## src/rtl/lut_mul_pkg.sv

```systemverilog
// Shared types and constants for the sequential 2-bit LUT digit multiplier.
package lut_mul_pkg;

  typedef enum logic [1:0] {
    IDLE = 2'd0,
    RUN  = 2'd1,
    DONE = 2'd2
  } state_e;

  // Multiplier digit values and the multiple of a each one selects
  localparam logic [1:0] LUT_ZERO = 2'b00;
  localparam logic [1:0] LUT_X1   = 2'b01;
  localparam logic [1:0] LUT_X2   = 2'b10;
  localparam logic [1:0] LUT_X3   = 2'b11;

  // Cycles from operand acceptance to out_valid: one per 2-bit digit
  function automatic int lut_mul_latency(input int b_width);
    return b_width / 2;
  endfunction

endpackage

```

## src/rtl/lut_mul_digit.sv

```systemverilog
// One LUT digit stage: maps a 2-bit digit to 0, a, 2a or 3a.
module lut_mul_digit
  import lut_mul_pkg::*;
#(
  parameter int A_WIDTH = 8
) (
  input  logic [A_WIDTH-1:0] a,
  input  logic [1:0]         d,
  output logic [A_WIDTH+1:0] partial
);

  // Select the digit multiple; 3a = 2a + a fits in A_WIDTH+2 bits
  always_comb begin
    partial = '0;
    case (d)
      LUT_ZERO: partial = '0;
      LUT_X1:   partial = {2'b00, a};
      LUT_X2:   partial = {1'b0, a, 1'b0};
      LUT_X3:   partial = {1'b0, a, 1'b0} + {2'b00, a};
      default:  partial = '0;
    endcase
  end

endmodule

```

## src/rtl/lut_multiplier_seq.sv

```systemverilog
// Sequential unsigned multiplier: consumes b two bits per clock through a
// LUT digit stage, with valid/ready handshakes on operands and product.
module lut_multiplier_seq
  import lut_mul_pkg::*;
#(
  parameter int A_WIDTH = 8,
  parameter int B_WIDTH = 8
) (
  input  logic                       clk,
  input  logic                       reset_n,
  input  logic                       in_valid,
  output logic                       in_ready,
  input  logic [A_WIDTH-1:0]         a,
  input  logic [B_WIDTH-1:0]         b,
  output logic                       out_valid,
  input  logic                       out_ready,
  output logic [A_WIDTH+B_WIDTH-1:0] mul
);

  localparam int N     = lut_mul_latency(B_WIDTH);
  localparam int P_W   = A_WIDTH + 2;
  localparam int ACC_W = A_WIDTH + B_WIDTH + 2;
  localparam int CNT_W = $clog2(N + 1);
  localparam logic [CNT_W-1:0] CNT_LOAD = CNT_W'(N);

  if (B_WIDTH < 2 || (B_WIDTH % 2) != 0) begin : g_bad_b_width
    $error("lut_multiplier_seq: B_WIDTH must be even and >= 2");
  end
  if (A_WIDTH < 2) begin : g_bad_a_width
    $error("lut_multiplier_seq: A_WIDTH must be >= 2");
  end

  state_e                     state_q;
  logic [A_WIDTH-1:0]         a_q;
  logic [B_WIDTH-1:0]         b_q;
  logic [ACC_W-1:0]           acc_q, acc_d;
  logic [CNT_W-1:0]           cnt_q;
  logic [A_WIDTH+B_WIDTH-1:0] mul_q;
  logic                       out_valid_q;
  logic [P_W-1:0]             partial;
  logic [P_W-1:0]             sum;

  lut_mul_digit #(.A_WIDTH(A_WIDTH)) u_digit (
    .a       (a_q),
    .d       (b_q[1:0]),
    .partial (partial)
  );

  // Ready in IDLE, or in DONE when the product is being taken this edge
  always_comb begin
    in_ready = (state_q == IDLE) || ((state_q == DONE) && out_ready);
  end

  // Add the digit multiple into the top of the accumulator, then shift the
  // whole accumulator down one digit; the upper sum never carries out
  // because the shifted-in history is always below a.
  always_comb begin
    sum   = acc_q[ACC_W-1:B_WIDTH] + partial;
    acc_d = {sum, acc_q[B_WIDTH-1:0]} >> 2;
  end

  // FSM, operand latch, digit counter and registered product/valid
  always_ff @(posedge clk or negedge reset_n) begin
    if (!reset_n) begin
      state_q     <= IDLE;
      a_q         <= '0;
      b_q         <= '0;
      acc_q       <= '0;
      cnt_q       <= '0;
      mul_q       <= '0;
      out_valid_q <= 1'b0;
    end else if (in_valid && in_ready) begin
      // Covers both IDLE accept and the DONE->RUN back-to-back handoff
      a_q         <= a;
      b_q         <= b;
      acc_q       <= '0;
      cnt_q       <= CNT_LOAD;
      out_valid_q <= 1'b0;
      state_q     <= RUN;
    end else begin
      case (state_q)
        RUN: begin
          acc_q <= acc_d;
          b_q   <= b_q >> 2;
          cnt_q <= cnt_q - 1'b1;
          if (cnt_q == CNT_W'(1)) begin
            mul_q       <= acc_d[A_WIDTH+B_WIDTH-1:0];
            out_valid_q <= 1'b1;
            state_q     <= DONE;
          end
        end
        DONE: begin
          if (out_ready) begin
            out_valid_q <= 1'b0;
            state_q     <= IDLE;
          end
        end
        default: ;
      endcase
    end
  end

  // The two accumulator guard bits dropped from mul must be zero
  a_acc_guard_zero: assert property (@(posedge clk) disable iff (!reset_n)
    (state_q != DONE) || (acc_q[ACC_W-1 -: 2] == 2'b00));

  assign mul       = mul_q;
  assign out_valid = out_valid_q;

endmodule

```

## config.mk

```make
export PLATFORM = sky130hd
export DESIGN_NAME = lut_multiplier_seq
export DESIGN_NICKNAME = d
export VERILOG_FILES = /design/src/rtl/lut_mul_pkg.sv /design/src/rtl/lut_mul_digit.sv /design/src/rtl/lut_multiplier_seq.sv
export SDC_FILE = /design/constraint.sdc
export NUM_CORES = 1
export LEC_CHECK = 0
export CAP_MARGIN = 40
export CELL_PAD_IN_SITES_DETAIL_PLACEMENT = 1
export CELL_PAD_IN_SITES_GLOBAL_PLACEMENT = 1
export CORE_ASPECT_RATIO = 1.1
export CORE_UTILIZATION = 55
export CTS_BUF_LIST = sky130_fd_sc_hd__clkbuf_2 sky130_fd_sc_hd__clkbuf_4 sky130_fd_sc_hd__clkbuf_8
export DETAILED_ROUTE_END_ITERATION = 6
export DONT_BUFFER_PORTS = 1
export PLACE_DENSITY = 0.88
export SETUP_SLACK_MARGIN = 0.2
export SLEW_MARGIN = 40
export SYNTH_ARGS = -nofsm -noshare
export SYNTH_HDL_FRONTEND = slang
export SYNTH_SLANG_ARGS = --single-unit
```

## constraint.sdc

```tcl
create_clock -name clk -period 6.2 [get_ports clk]
set_input_delay 0.62 -clock clk [delete_from_list [all_inputs] [get_ports clk]]
set_output_delay 0.62 -clock clk [all_outputs]
set_load 0.02 [all_outputs]
```

Yosys cells after proc, flatten, opt, wreduce, memory -nomap -nowiden
Cells that the tools add are included.
{"block": "word_totals", "in_bits": 20, "register_bits": 56, "output_inout_bits": 18, "elab_cells": 43}
{"block": "op_classes", "eq_ne": 8, "n_reduce_logical": 9, "muxes": 15, "bitwise_logic": 1, "add_sub_neg": 3}
{"operator": "one-hot mux 10 bit (4 select lines)", "n": 1}
{"operator": "2-to-1 mux 18 bit", "n": 2}
{"operator": "2-to-1 mux 8 bit", "n": 2}
{"operator": "adder 10 bit", "n": 1}
{"operator": "adder 9 x 8 -> 10 bit", "n": 1}
{"operator": "== test 2 bit, second input constant", "n": 3}
{"operator": "2-to-1 mux 2 bit", "n": 3}
{"operator": "2-to-1 mux 3 bit", "n": 2}
{"operator": "AND reduction 3 bit", "n": 2}
{"operator": "== test 2 x 1 -> 1 bit, second input constant", "n": 2}
{"operator": "logical NOT 2 bit", "n": 2}
{"operator": "one-hot mux 2 bit (2 select lines)", "n": 1}
{"operator": "== test 3 x 1 -> 1 bit, second input constant", "n": 1}
{"operator": "2-to-1 mux 1 bit", "n": 3}
{"operator": "inequality test 3 x 2 -> 1 bit, second input constant", "n": 1}
{"operator": "inequality test 3 bit, second input constant", "n": 1}
{"operator": "nonzero test 3 bit", "n": 1}
{"operator": "subtractor 3 x 1 -> 3 bit, second input constant", "n": 1}
{"operator": "logical AND 1 bit", "n": 2}
{"operator": "one-hot mux 1 bit (2 select lines)", "n": 1}
{"operator": "nonzero test 2 bit", "n": 1}
{"operator": "logical OR 1 bit", "n": 1}
{"operator": "NOT 1 bit", "n": 1}

Logic depth before layout (Yosys ltp)
{"block": "depth", "word_depth": 6, "depth_mapped": 15, "mapped_depth_nobuf": 15}

Modules after synthesis
From an unflattened synthesis, not the netlist that was laid out.
{"block": "unflattened", "cells_unflattened": 345, "area_unflattened_um2": 3016.6}
{"mod": "lut_multiplier_seq", "area_each_um2": 2542.4, "cells_each": 277, "n_inst": 1, "seq_area_each_um2": 1276.2}
{"mod": "lut_mul_digit", "area_each_um2": 474.2, "cells_each": 68, "n_inst": 1, "seq_area_each_um2": 0.0}

Worst setup path after synthesis
Ideal clock, no wire load.
{"block": "synth_path", "path_type": "register to register", "from": "reg a_q[1]", "to": "reg mul_q[14] (netlist: mul[14])", "path_slack_ps": 3200, "required_time_ps": 6071, "setup_ps": 129, "path_stages_with_launch": 14, "arrival_time_ps": 2871, "n_path_buf": 0, "period_less_slack_ps": 3000, "path_cell_list": "dfrtp_1 > ha_1 > inv_1 > fa_1 > nand2_1 > o21ai_0 > o21ai_0 > ha_1 > nor2b_1 > o31a_1 > or4_1 > a31oi_1 > xor2_1 > o21ai_0"}
{"block": "synth_between", "elab_chain_cells": 3}
{"element": "start, declared", "line_no": "lut_multiplier_seq.sv:34", "rtl": "logic [A_WIDTH-1:0] a_q;"}
{"element": "start signal, assigned", "line_no": "lut_multiplier_seq.sv:66", "rtl": "a_q <= '0;"}
{"element": "start signal, assigned", "line_no": "lut_multiplier_seq.sv:74", "rtl": "a_q <= a;"}
{"element": "adder 9 x 8 -> 10 bit", "line_no": "lut_mul_digit.sv:19", "rtl": "LUT_X3: partial = {1'b0, a, 1'b0} + {2'b00, a};"}
{"element": "one-hot mux 10 bit (4 select lines) *", "line_no": "lut_mul_digit.sv:15", "rtl": "case (d)"}
{"element": "adder 10 bit *", "line_no": "lut_multiplier_seq.sv:58", "rtl": "sum = acc_q[ACC_W-1:B_WIDTH] + partial;"}
{"element": "end signal, assigned", "line_no": "lut_multiplier_seq.sv:87", "rtl": "mul_q <= acc_d[A_WIDTH+B_WIDTH-1:0];"}
{"element": "end, declared", "line_no": "lut_multiplier_seq.sv:38", "rtl": "logic [A_WIDTH+B_WIDTH-1:0] mul_q;"}
Mark *: on every way between the ends. The rest lies on a longest branch, timed or not.
A chain may end at the register's enable or synchronous reset.

Final worst setup path
Same ends and word-level chain as after synthesis.

==> results.toml <==
[outcome]
status = "finished clean"

[clocking]
cts_buffer_depth = 2
clockRootBuffer = "clkbuf_8"
cts_max_level = 2
cts_tree = "done"
clock-sinks = 51
cts_buffers = 5
cts.reportedPaths.clkPinSlew_ns = 0.09
clock_latency_ns = 0.31
post_cts_buffers = 0
hold_buffers = 1
cts_resized = 0

[route]
via_per_inst = 6.08
drt_pre_antenna_iters = 4
ant_nets = 0
drcViolationCount = 0
wl_per_cell_microns = 18.2
routed_wl_microns = 6390
drt_iter0_markers = 56
via_count = 2135

[pwr]
ir_worst_vdd_mv = 0.312
p_leak_uw = 0.00139
powerDensity_mw_per_mm2 = 591

[global_routing]
grt_max_degree = 43
grt_use_total_pct = 25.5
overflow = 0
grt_pass1_wl_microns = 10800
antenna_found_initial = 0
grt_pass1_vias = 2248

[timing]
worst_pin_slew_ns = 0.650
slew_viol_final = 0
slew_headroom_pct = 56.5
finClkSkew_ns = 0.00478
finalSetupViolations = 0
finalHoldViolCount = 0
totalNegativeSetupSlack_ns = 0
max_freq_mhz = 286
setup_slack_ns = 2.70
rsz0062_at_grt = "no"
finalCriticalPeriod_ns = 3.50
post-route-period-util_pct = 56.5

[place]
io_buffers = 0
pre_cts_ws_ns = 2.71
gp_congestion = 0.945
dpl.cell_count = 341
hpwl_microns = 4570

[floorplanning]
core_area_sq_mm = 0.00497
ios = 38
placementRows = 27
die-area_sq_mm = 0.00544
initial_core_util_pct = 57.0
die_width_microns = 70.4
dieHeight_microns = 77.3

[setup_path]
endpoint = "mul[14]"
cp-start-kind = "flop"
worstPathMaxFanout = 5
startpoint = "a_q[1]"
rr_worst_depth = 13
r2r_slack_ns = 2.70
rr_startpoint = "a_q[1]"
r2r_end = "mul[14]"
arrival_ns = 3.68
critical_path_required_ns = 6.38
end_kind = "flop"
critPathKind = "reg2reg"

[cells_and_area]
final_cell_mix = "nand2_1, dfrtp_1, o21ai_0"
stdcell_count = 351
final_common_cell = "nand2_1"
nets = 332
diodes = 0
drive_above_1_share_pct = 10.6
areaGrowthSynthToFinish_pct = 5.61

[yosys]
ys_warn_count = 0
syn_avg_cell_area_sq_um = 9.60
ys_seq_elements = 51
synth.distinct_cells = 39
syn_inst = 295
syn-num-nets = 335
synth-seq-area-share_pct = 45.1
syn-cell-area_sq_mm = 0.00283

[run]
maxCapViolCount = 0

[min_path]
worstHoldPathType = "in2async"
## synth_stat cells
cell type	number	area share, %
nor2_1	11	1.5
o21ai_1	1	0.18
mux2i_1	1	0.35
buf_1	1	0.13
a22oi_2	1	0.44
and2_1	2	0.44
clkbuf_1	10	1.3
o31a_2	1	0.35
o22ai_1	10	2.2
nand2_1	59	7.8
o31a_1	1	0.31
buf_6	1	0.40
o31ai_1	1	0.27
a31oi_1	1	0.22
a21o_1	4	1.1
nand2b_1	5	1.1
fa_1	2	1.4
a211oi_2	1	0.44
xnor2_1	3	0.93
inv_1	14	1.9
xor2_1	10	3.1
o211ai_1	3	0.80
a211oi_1	3	0.80
a22oi_1	9	2.4
buf_2	1	0.18
mux2_2	14	5.6
nand3b_1	1	0.27
dfrtp_1	51	45
a211o_1	1	0.31
nor2b_1	4	0.88
o21a_1	5	1.3
o21ai_0	31	5.5
or4_1	1	0.27
or4_4	1	0.40
nor3_1	2	0.35
o311ai_0	1	0.31
a21oi_1	7	1.2
a22o_1	2	0.62
ha_1	18	8.0
## registers in the layout (all words and copies together) (netlist names)
signal,count
cnt_q,3
out_valid,1
a_q,8
b_q,8
state_q,1
acc_q,14
mul,16
## layout make-up
class                   instances  area, sq um
multi-input cells             217         1450
inverters                      14         52.6
clock inverters                 1         8.76
repair buffers                  3         37.5
fillers                       564         1980
flip-flops and latches         51         1280
well taps                      58         72.6
clock buffers                   7         90.1
## report_power, final
| part | internal (uW) | total, uW | switching, uW |
|---|---|---|---|
| combinational | 379 | 898 | 519 |
| clock | 96.0 | 205 | 109 |
| sequential | 476 | 663 | 187 |
| total | 951 | 1770 | 815 |
## per-stage QoR
step                      hold WS, ns  cell area (sq um)  total power, uW  util [%]
after floorplan                 0.324               2830             1340         -
after global placement          0.326               2850             1490      57.5
after detailed placement        0.326               2860             1550      57.6
after CTS                     0.00135               2980             1770      60.0
after global routing            0.159               2990             1910      60.2
final                           0.146               2990             1770      60.2
## layer usage
metal	GRT usage, %	vias to the layer above	part of all wire, %
met4	9.80	0	2.6
met2	45.7	38	53
met1	30.1	1072	41
met3	4.07	13	3.2
met5	0	-	0
li1	-	1012	-
## worst min path at each step
stage,to,slack [ns],depth (start not counted)
global placement,mul[13],0.33,0
detailed placement,mul[13],0.33,0
floorplan,a_q[0],0.32,0
global route,mul[13],0.16,1
finish,mul[13],0.15,1
CTS,acc_q[15],0.001,0
## logic make-up after synthesis
| family | count (synthesis) | synth area share, % |
|---|---|---|
| DFF | 51 | 45.1 |
| AOI/OAI and AO/OA | 83 | 18.7 |
| buffers and inverters | 27 | 3.89 |
| xor gates and xnor gates | 13 | 4.02 |
| adders and majority gates | 20 | 9.37 |
| and+or+nand+nor | 86 | 13.0 |
| muxes | 15 | 5.92 |
## worst max-delay path: stages, from the launching register on
cell	delay, ns
dfrtp_1	0.44
ha_1	0.25
inv_1	0.08
fa_1	0.41
nand2_1	0.09
o21ai_0	0.12
o21ai_0	0.26
ha_1	0.35
nor2b_1	0.19
o31a_1	0.28
or4_1	0.41
a31oi_1	0.20
xor2_1	0.19
o21ai_0	0.11
No activity file was read; power rests on OpenSTA's default activity.
==> edit, RTL diff (same flow settings) <==
The parameter `B_WIDTH` goes from 8 to 16.
--- a/src/rtl/lut_multiplier_seq.sv
+++ b/src/rtl/lut_multiplier_seq.sv
@@ -4,7 +4,7 @@
   import lut_mul_pkg::*;
 #(
   parameter int A_WIDTH = 8,
-  parameter int B_WIDTH = 8
+  parameter int B_WIDTH = 16
 ) (
   input  logic                       clk,
   input  logic                       reset_n,
Ports: changed (resized b and mul); port bits go from 38 to 54. No check against the original RTL was run, so the function may have changed too.
==> edit against the unedited design <==
Fmax shrank 3.9%; hold slack lost 23 ps; via count grew 28%; synthesized area grew 38%; routed wire length grew 38%; sequential power grew 46%; count of clock-buffer cells in the layout grew 2; setup slack lost 140 ps; combinational power grew 35%; final area grew 41%; total power grew 48%; final cell count grew 27%; sequential cell count grew 25; largest power group unchanged; highest routed layer unchanged.
==> edit: results (changes against the unedited design) <==
[metrics] status: completed
[metrics] Detail Route met3 WL: 344 um (+70%)
[metrics] PortBufs: 0 (unchanged)
[metrics] global-route met1 utilization: 0.329 (+0.0282)
[metrics] Worst-Margin Slew: 624 ps (-26.2 ps)
[metrics] grt met2 use: 0.450 (-0.00742)
[metrics] area fraction in compound gates after synthesis: 0.181 (-0.00685)
[metrics] Syn Nets: 409 (+22%)
[metrics] wire length of the first global-routing pass: 15000 um (+38%)
[metrics] arrival time at the worst endpoint: 3870 ps (+190 ps)
[metrics] worst clock skew: 10.7 ps (+5.95 ps)
[metrics] worst r2r dst: acc_q[22]
[metrics] Hold Crit Class: primary input to async pin
[metrics] WS Path Type: register to register
[metrics] r2r setup slk: 2550 ps (-140 ps)
[metrics] met2 wire length: 4570 um (+34%)
[metrics] master cell of the clock root buffer: clkbuf_8
[metrics] YS warnings: 0 (unchanged)
[metrics] met3 routing resource usage after global routing: 0.0576 (+0.0168)
[metrics] number of unique standard cell types used by synthesis: 46 (+18%)
[metrics] detailed-placement wirelength estimate: 6130 um (+34%)
[metrics] xor and xnor fraction of the mapped netlist area: 0.0224 (-0.0178)
[metrics] mean number of vias per cell: 6.11 (+0.52%)
[metrics] Metal-1 WL: 3770 um (+45%)
[metrics] post-synthesis share of cell area spent on full adders, half adders and majority gates: 0.0677 (-0.0259)
[metrics] clock-pin slew reported for the worst setup and hold paths after clock tree synthesis: 80 ps
[metrics] kind of cell with the highest combined delay on the critical path: compound AO/OA/AOI/OAI gates
[metrics] R2R depth: 15 (+2)
[metrics] post-CTS setup buffers: 0 (unchanged)
[metrics] static leakage power: 2.04 nW (+47%)
[metrics] CTS Buf Count: 9 (+4)
[metrics] share of the yosys chip area belonging to registers: 0.486 (+0.0349)
[metrics] pin count of the biggest net entering global routing: 77 (+79%)
[metrics] crit-path max cell delay: 440 ps (about the same)
[metrics] clock network latency to the later pin of the worst-skew pair: 370 ps (+60 ps)
[metrics] leading cell types by total area after synthesis: dfrtp_1, mux2_4, ha_1
[metrics] IR Drop Worst-Case VDD: 0.000264 V (-15%)
[metrics] multiplexer area fraction after synthesis: 0.113 (+0.0542)
[metrics] average wire length per cell after detail routing: 19.8 um (+8.9%)
[metrics] biggest fanout along the worst timing path: 8 (+3)
[metrics] cell types with the highest counts after synthesis: dfrtp_1, nand2_1, o21ai_0
[metrics] fraction of layout cells with a size suffix above 1: 0.148 (+0.0425)
[metrics] startpoint of the worst setup timing path: a_q[1]
[metrics] largest buffer count on any clock path: 2 (unchanged)
[metrics] max FFs per register: 24 (+8)
[metrics] gpl congestion: 0.857 (-9.3%)
[metrics] level count of the clock H-tree: 3 (+1)
[metrics] vias in the first global route: 3077 (+37%)
[metrics] share of async-settable or async-resettable flops after synthesis: 1.00 (unchanged)
[metrics] overall global routing resource usage: 0.268 (+0.0131)
[metrics] detailed router's first-iteration violation count: 84 (+50%)
[metrics] Fillers: 726 (+29%)
==> edit: how the worst min path moves through the flow <==
stage	from	end	slack, ps	cells after the start
after floorplan	reset_n	a_q[0]	320	0
after global placement	reset_n	mul[17]	330	0
after detailed placement	reset_n	acc_q[13]	330	0
after CTS	reset_n	mul[5]	150	1
after global routing	reset_n	mul[13]	160	1
final	reset_n	mul[13]	120	1
==> edit: what timing repair did <==
action / 4_1_cts / 5_1_grt
endpoints found under the hold margin: 76 / 0
resized for setup: 0 / 0
hold buffers: 1 / 0
==> edit: final cells by class <==
| cell class | instances | area, um^2 | share of cell area |
|---|---|---|---|
| multi-input combinational | 251 | 1870 | 0.443 |
| inverter | 16 | 60.1 | 0.0142 |
| clock buffer | 9 | 124 | 0.0294 |
| timing repair buffer | 5 | 57.6 | 0.0136 |
| tap | 82 | 103 | 0.0243 |
| sequential | 76 | 1900 | 0.451 |
| clock inverter | 7 | 105 | 0.0249 |
==> edit: metrics by stage <==
stage / hold WS (ps) / instances / power [W] / instance area, um^2 / worst slack, ps
after floorplan: 324 / 361 / 0.00186 / 3920 / 3000
after global placement: 326 / 429 / 0.00206 / 3960 / 2860
after detailed placement: 326 / 429 / 0.00216 / 3960 / 2650
after CTS: 149 / 446 / 0.00263 / 4220 / 2590
after global routing: 160 / 446 / 0.00281 / 4220 / 2380
final: 123 / 446 / 0.00261 / 4220 / 2550
==> edit: kinds of logic after synthesis <==
family                   count (synthesis)
AO/OA/AOI/OAI                          105
AND/OR/NAND/NOR                         81
flip-flops                              76
adder cells (fa/ha/maj)                 20
buffers and inverters                   34
multiplexers                            35
XOR/XNOR                                10
==> edit: where the power goes <==
group          switching, W  total, W  internal (W)
clock network      0.000204  0.000438      0.000234
logic              0.000664   0.00121      0.000541
registers          0.000268  0.000970      0.000702
total               0.00114   0.00261       0.00148
